File: src/rtl/gshare_predictor.sv
// Global-history branch predictor: saturating-counter table indexed by GHR or PC^GHR,
// with registered prediction, same-cycle update forwarding and a table-init walk.
module gshare_predictor #(
  parameter int PC_W  = 8,
  parameter int GHR_W = 4,
  parameter int IDX_W = 4,
  parameter int CTR_W = 2,
  parameter int MODE  = 1
) (
  input  logic             clk,
  input  logic             reset_n,
  input  logic             flush,
  output logic             ready,
  input  logic             pred_valid,
  input  logic [PC_W-1:0]  pred_pc,
  output logic             pred_out_valid,
  output logic             pred_taken,
  output logic [IDX_W-1:0] pred_index,
  input  logic             upd_valid,
  input  logic [IDX_W-1:0] upd_index,
  input  logic             upd_taken
);

  localparam logic [0:0]       ST_INIT   = 1'b0;
  localparam logic [0:0]       ST_RUN    = 1'b1;
  localparam int               DEPTH     = 1 << IDX_W;
  localparam logic [CTR_W-1:0] CTR_INIT  = {1'b0, {(CTR_W-1){1'b1}}};
  localparam logic [CTR_W-1:0] CTR_MAX   = '1;
  localparam logic [IDX_W-1:0] WALK_LAST = '1;

  logic [CTR_W-1:0] ctr_q [DEPTH];

  logic [0:0]       state_q, state_d;
  logic [IDX_W-1:0] walk_q, walk_d;
  logic [GHR_W-1:0] ghr_q, ghr_d;
  logic             pred_out_valid_q, pred_out_valid_d;
  logic             pred_taken_q, pred_taken_d;
  logic [IDX_W-1:0] pred_index_q, pred_index_d;

  logic [IDX_W-1:0] ghr_ext;
  logic [IDX_W-1:0] pred_idx;
  logic [CTR_W-1:0] upd_cur;
  logic [CTR_W-1:0] upd_new;
  logic [CTR_W-1:0] pred_ctr;
  logic             run;
  logic             do_pred;
  logic             do_upd;
  logic             unused_pc;

  assign unused_pc = ^pred_pc;

  always_comb begin
    ghr_ext = '0;
    ghr_ext[GHR_W-1:0] = ghr_q;
    if (MODE == 1) pred_idx = pred_pc[IDX_W-1:0] ^ ghr_ext;
    else           pred_idx = ghr_ext;

    upd_cur = ctr_q[upd_index];
    if (upd_taken) upd_new = (upd_cur == CTR_MAX) ? upd_cur : upd_cur + CTR_W'(1);
    else           upd_new = (upd_cur == '0)      ? upd_cur : upd_cur - CTR_W'(1);

    // A same-cycle update to the predicted entry is visible to the prediction.
    if (upd_valid && (upd_index == pred_idx)) pred_ctr = upd_new;
    else                                      pred_ctr = ctr_q[pred_idx];

    run     = (state_q == ST_RUN);
    do_pred = run && pred_valid && !flush;
    do_upd  = run && upd_valid && !flush;
  end

  always_comb begin
    state_d          = state_q;
    walk_d           = walk_q;
    ghr_d            = ghr_q;
    pred_out_valid_d = do_pred;
    pred_taken_d     = pred_taken_q;
    pred_index_d     = pred_index_q;

    if (do_pred) begin
      pred_taken_d = pred_ctr[CTR_W-1];
      pred_index_d = pred_idx;
    end
    if (do_upd) ghr_d = GHR_W'({ghr_q, upd_taken});
    if (!run) begin
      walk_d = walk_q + IDX_W'(1);
      if (walk_q == WALK_LAST) state_d = ST_RUN;
    end

    if (flush) begin
      state_d          = ST_INIT;
      walk_d           = '0;
      ghr_d            = '0;
      pred_out_valid_d = 1'b0;
      pred_taken_d     = 1'b0;
      pred_index_d     = '0;
    end
  end

  always_ff @(posedge clk or negedge reset_n) begin
    if (!reset_n) begin
      state_q          <= ST_INIT;
      walk_q           <= '0;
      ghr_q            <= '0;
      pred_out_valid_q <= 1'b0;
      pred_taken_q     <= 1'b0;
      pred_index_q     <= '0;
    end else begin
      state_q          <= state_d;
      walk_q           <= walk_d;
      ghr_q            <= ghr_d;
      pred_out_valid_q <= pred_out_valid_d;
      pred_taken_q     <= pred_taken_d;
      pred_index_q     <= pred_index_d;
    end
  end

  // Counter table has no reset; the init walk rewrites every entry instead.
  always_ff @(posedge clk) begin
    if (!flush) begin
      if (!run)        ctr_q[walk_q]    <= CTR_INIT;
      else if (do_upd) ctr_q[upd_index] <= upd_new;
    end
  end

  assign ready          = run;
  assign pred_out_valid = pred_out_valid_q;
  assign pred_taken     = pred_taken_q;
  assign pred_index     = pred_index_q;

endmodule
File: config.mk
export PLATFORM = sky130hd
export DESIGN_NAME = gshare_predictor
export DESIGN_NICKNAME = d
export VERILOG_FILES = /design/src/rtl/gshare_predictor.sv
export SDC_FILE = /design/constraint.sdc
export NUM_CORES = 1
export LEC_CHECK = 0
export BUFFER_PORTS_ARGS = -buffer_cell sky130_fd_sc_hd__buf_2
export CAP_MARGIN = 15
export CORE_MARGIN = 10
export CORE_UTILIZATION = 35
export DETAILED_ROUTE_END_ITERATION = 10
export GPL_TIMING_DRIVEN = 1
export PLACE_DENSITY = 0.53
export REMOVE_ABC_BUFFERS = 1
export SYNTH_ARGS = -nofsm -noshare
export SYNTH_HDL_FRONTEND = slang
export SYNTH_SLANG_ARGS = --single-unit
File: constraint.sdc
create_clock -name clk -period 3.3 [get_ports clk]
set_clock_uncertainty 0.1 [all_clocks]
set_input_delay 0 -clock clk [delete_from_list [all_inputs] [get_ports clk]]
set_output_delay 0 -clock clk [all_outputs]
set_load 0.1 [all_outputs]
## After elaboration in Yosys (flattened, before gate mapping)

Memories as Yosys holds them, arrays and structs flattened.
Cells that the tools add are included.
W data, S select, Z words.

| cells by class | value |
|---|---|
| add/subtract/negate cells | 3 |
| eq/ne operators | 4 |
| muxes and demuxes | 26 |
| bitwise operators | 1 |
| reductions and logical operators | 10 |

Operators by type and width:

| kind | number |
|---|---|
| $mux W4 | 7 |
| $mux W1 | 14 |
| $mux W2 | 5 |
| $logic_and A1 B1 Y1 | 5 |
| $add A4 B1 Y4 const B | 1 |
| $eq A4 B4 Y1 | 1 |
| $eq A4 B4 Y1 const B | 1 |
| $reduce_bool A2 Y1 | 2 |
| $xor A4 B4 Y4 | 1 |
| $add A2 B1 Y2 const B | 1 |
| $eq A2 B2 Y1 const B | 1 |
| $logic_not A2 Y1 | 1 |
| $ne A2 B2 Y1 const B | 1 |
| $reduce_or A2 Y1 | 1 |
| $sub A2 B1 Y2 const B | 1 |
| $logic_not A1 Y1 | 1 |

| storage, ports and cells | value |
|---|---|
| register bits | 15 |
| memory bits (writable) | 32 |
| bits of input ports | 18 |
| memories | 1 |

Memory list:

| memory | words | bits a word | rd ports | clocked after Yosys merged registers in | wr ports | RTL line | source |
|---|---|---|---|---|---|---|---|
| ctr_q | 16 | 2 | 2 | 0 | 1 | 31 | `logic [CTR_W-1:0] ctr_q [DEPTH];` |

## Depth between registers and ports, before layout

| depth | value |
|---|---|
| depth after elaboration | 8 |
| gate-level depth with buffers | 8 |

## Worst setup path before layout

Ideal clock, no wire load.

| timing path | value |
|---|---|
| path type | flip-flop to flip-flop |
| from | reg state_q (netlist: ready) |
| to | mem ctr_q[11][0], enable pin |
| arrival time | 2.241 ns |
| required time | 2.891 ns |
| slack | 0.650 ns |
| cell stages (with the launch flop) | 7 |
| path through | dfrtp_1 > nand2_1 > nor2_1 > clkbuf_1 > mux2i_1 > nand2_1 > nor2_1 |

| between the ends | value |
|---|---|
| word-level cells in the longest chain between the ends | 8 |
| elaborated cells on any way between the ends | 12 |
| those cells by class | mux: 9; reduce/logical: 3 |

Ends and longest elaborated chain:

| element | RTL line | source |
|---|---|---|
| start: declaration | 33 | `logic [0:0] state_q, state_d;` |
| start signal: assignment | 108 | `state_q <= state_d;` |
| $logic_and A1 B1 Y1 (2 in a row) | 68 | `do_upd = run && upd_valid && !flush;` |
| $mux W1 | 121 | `else if (do_upd) ctr_q[upd_index] <= upd_new;` |
| $mux W1 | 120 | `if (!run) ctr_q[walk_q] <= CTR_INIT;` |
| $mux W1 | 119 | `if (!flush) begin` |
| $mux W1 (implied by the code) | 121 |  |
| $reduce_or A2 Y1 (no source line) | -- |  |
| $mux W4 (no source line) or $mux W1 (tied branches) | -- |  |
| end: declaration | 31 |  |

Parallel ways exist; a longest one is shown, timed or not.

## Worst setup path after layout

| timing path | value |
|---|---|
| from | reg ghr_q[3] (netlist: ghr_ext[3]) |
| to | reg pred_taken_q (netlist: pred_taken) |

| between the ends | value |
|---|---|
| word-level cells in the longest chain between the ends | 6 |
| elaborated cells on any way between the ends | 7 |
| those cells by class | eq/ne: 1; mux: 3; bitwise: 1; reduce/logical: 1; memory: 1 |

Ends and longest elaborated chain:

| element | RTL line | source |
|---|---|---|
| start: declaration | 35 | `logic [GHR_W-1:0] ghr_q, ghr_d;` |
| start signal: assignment | 110 | `ghr_q <= ghr_d;` |
| $xor A4 B4 Y4 (*) | 55 | `if (MODE == 1) pred_idx = pred_pc[IDX_W-1:0] ^ ghr_ext;` |
| parallel branches: the longest is 2 deep, another holds $mem_v2 Z16 W2 | -- |  |
| $mux W2 (*) | 63 | `if (upd_valid && (upd_index == pred_idx)) pred_ctr = upd_new;` |
| $mux W1 (*) | 79 | `if (do_pred) begin` |
| $mux W1 (*) | 89 | `if (flush) begin` |
| end signal: assignment | 112 | `pred_taken_q <= pred_taken_d;` |
| end: declaration | 37 | `logic pred_taken_q, pred_taken_d;` |

Mark *: on every way between the ends. The select of a mux whose other input is x is not followed.
A chain may end at the register's enable or synchronous reset.

==> run metrics <==
Setup TNS 0 ps; 1st-iter DRT viols 75; drt wl/cell 17.8 um; pre-CTS setup slack 879 ps; post-synthesis cell type count 38; crit path DAT 2510 ps; Static Leakage 0.00103 uW; Ant. Diodes 0; initial antenna violation count 0; number of remaining DRC errors 0; CTS tree built; largest net degree at the start of global routing 19; post-DP HPWL 3720 um; via count 1513; Post-synth ARST share 31.9%; Util after Layout 41.7%; vias in the first global route 1567; row count 29; final worst slack 882 ps; core footprint 6420 um^2; Crit path largest cell delay 670 ps; status complete, no violations; Max Root-Sink Buffers 2; Post-synth EDFFs 32; kind of critical path reg2reg; clk_lat worst skew 300 ps; H-Tree Depth 2; shortest period the worst path allows 2420 ps; DRT Pass-1 Iters 4; CTS root buffer clkbuf_8; Switching Power 266 uW; Internal Pwr Total 903 uW; layout cell share with drive strength beyond 1 19.6%; Slew Limit Fails 0; Setup Fix Bufs, Post-CTS 0; Min Hold Slack 17.1 ps; Layout Nets 227; Slew headroom 55.1%; endpoint class of the critical path register; VDD IR max 170 uV; Die Ht 102 um; Area Overhead vs Synth 14.4%; first-pass GRT wire length 8340 um; Max Freq 414 MHz; Die ar. 10400 um^2; buffers and inverters on the worst path 0; clk sinks 47; DRT antenna net count 0; number of synthesized register bits 47; GR Util All Layers 10.5%; synth warn 0; Post-Syn Instances 182; min-delay worst type in2reg; Max-Cap Viols 0; crit path max fanout 6; crit start category register; PwrDens 437 nW/um^2; Crit Reg-Reg Startpoint ghr_ext[3]; total gr overflow 0; top_reg_cell synth edfxtp_1; Crit-path slowest cell mux4_1; worst-margin pin slew 671 ps; Fin. Hold Viols 0; most frequent cells in the layout nor2_1, edfxtp_1, buf_2; worst-path cell chain xnor2_2 -> mux4_1 -> mux2i_1 -> mux2_1 -> nor3b_1 -> a311o_1; Comb power frac 8.7%; vias per cell 5.29; Clock power frac 36.8%; die width 102 um; Final Wtd Congestion 0.759; sequential share of power 54.5%; # IOs 25; I/O Buffers 20; critical path's top delay family multiplexers; Mean Syn Cell Area 12.8 um^2; DRT Wirelength 5100 um; Seq/Total Area, Yosys 57.1%; starting density of the core 36.4%; final setup fails 0; Net Sw Frac 22.8%; Worst-path clk slew 90 ps; Final period util 73.3%; RSZ-0062 raised after global routing false; Setup crit start ghr_ext[3]; Synth Cell Area 2340 um^2; CP required 3390 ps; CTS buffer count 5; hold_sp pred_pc[2]
==> registers in the layout, indices dropped and copies added, names as in the netlist <==
register	cells
pred_taken	1
ghr_ext	4
walk_q	4
ctr_q	32
ready	1
pred_index	4
pred_out_valid	1
==> layer usage <==
layer  share of wire [%]  GRT usage [%]
met4                 1.4           4.07
met3                 5.5           3.13
met2                  46           16.6
met5                   0              0
met1                  47           13.3
==> Yosys cell counts (all sizes together), types with 2 or more instances <==
cell / instances / area share, %
a221oi: 4 / 1.5
dfrtp: 15 / 16
edfxtp: 32 / 41
buf: 4 / 1.3
mux4: 8 / 8.3
nor3b: 4 / 1.3
mux2: 2 / 0.96
nand2: 10 / 1.6
a211oi: 3 / 0.96
inv: 3 / 0.48
a21oi: 6 / 1.3
clkbuf: 5 / 0.86
nor3: 2 / 0.43
nor2b: 3 / 0.80
xor2: 3 / 1.1
xnor2: 8 / 3.3
nand3: 6 / 1.3
a31oi: 5 / 1.3
a22oi: 2 / 1.1
and2: 2 / 0.59
o21ai: 3 / 0.80
nor2: 32 / 5.1
mux2i: 13 / 5.6
==> logic make-up after synthesis <==
logic type	share of synthesized area [%]
AOI/OAI and AO/OA	8.08
xor gates and xnor gates	4.44
adders and majority gates	1.02
buffers and inverters	2.67
DFF	57.1
muxes	14.9
and+or+nand+nor	11.8
==> path summary, 6_finish.rpt <==
check	endpoint	slack, ps	cells after the start
hold reg to reg	pred_index[0]	450	2
min in group asynchronous	pred_index[0]	30	2
hold / removal	pred_index[2]	20	3
max in group asynchronous	walk_q[3]	2800	2
setup reg to reg	pred_taken	880	6
setup / recovery	pred_taken	880	6
==> worst register-to-register path: cells and delay by family, from the launching register on <==
family	cells	cell delay, ps
AO/OA/AOI/OAI	1	310
AND/OR/NAND/NOR	1	50
multiplexers	3	960
flip-flops	1	420
XOR/XNOR	1	470
==> layout make-up <==
cell class	count	area (um^2)
Fill cell	592	3750
Sequential cell	47	1340
Inverter	3	11.3
Timing Repair Buffer	28	175
Tap cell	77	96.3
Clock inverter	3	47.5
Multi-Input combinational cell	123	940
Clock buffer	5	68.8
==> per-stage QoR <==
stage / power (uW) / instances / area [um^2]
2_1_floorplan: 708 / 173 / 2290
3_3_place_gp: 749 / 272 / 2500
3_5_place_dp: 750 / 272 / 2500
4_1_cts: 1190 / 286 / 2680
5_1_grt: 1230 / 286 / 2680
6_report: 1170 / 286 / 2680
==> repair_timing <==
action,CTS,global route
resized for setup,0,0
hold endpoints to repair,24,0
hold buffers,6,0
==> power by group through the flow <==
stage,logic [uW],registers (uW),clock network [uW]
4_1_cts,104,637,446
3_5_place_dp,99.6,650,0
6_report,102,637,430
5_1_grt,114,638,474
2_1_floorplan,59.3,648,0
3_3_place_gp,98.9,650,0
Power figures use the tool's default switching activity.
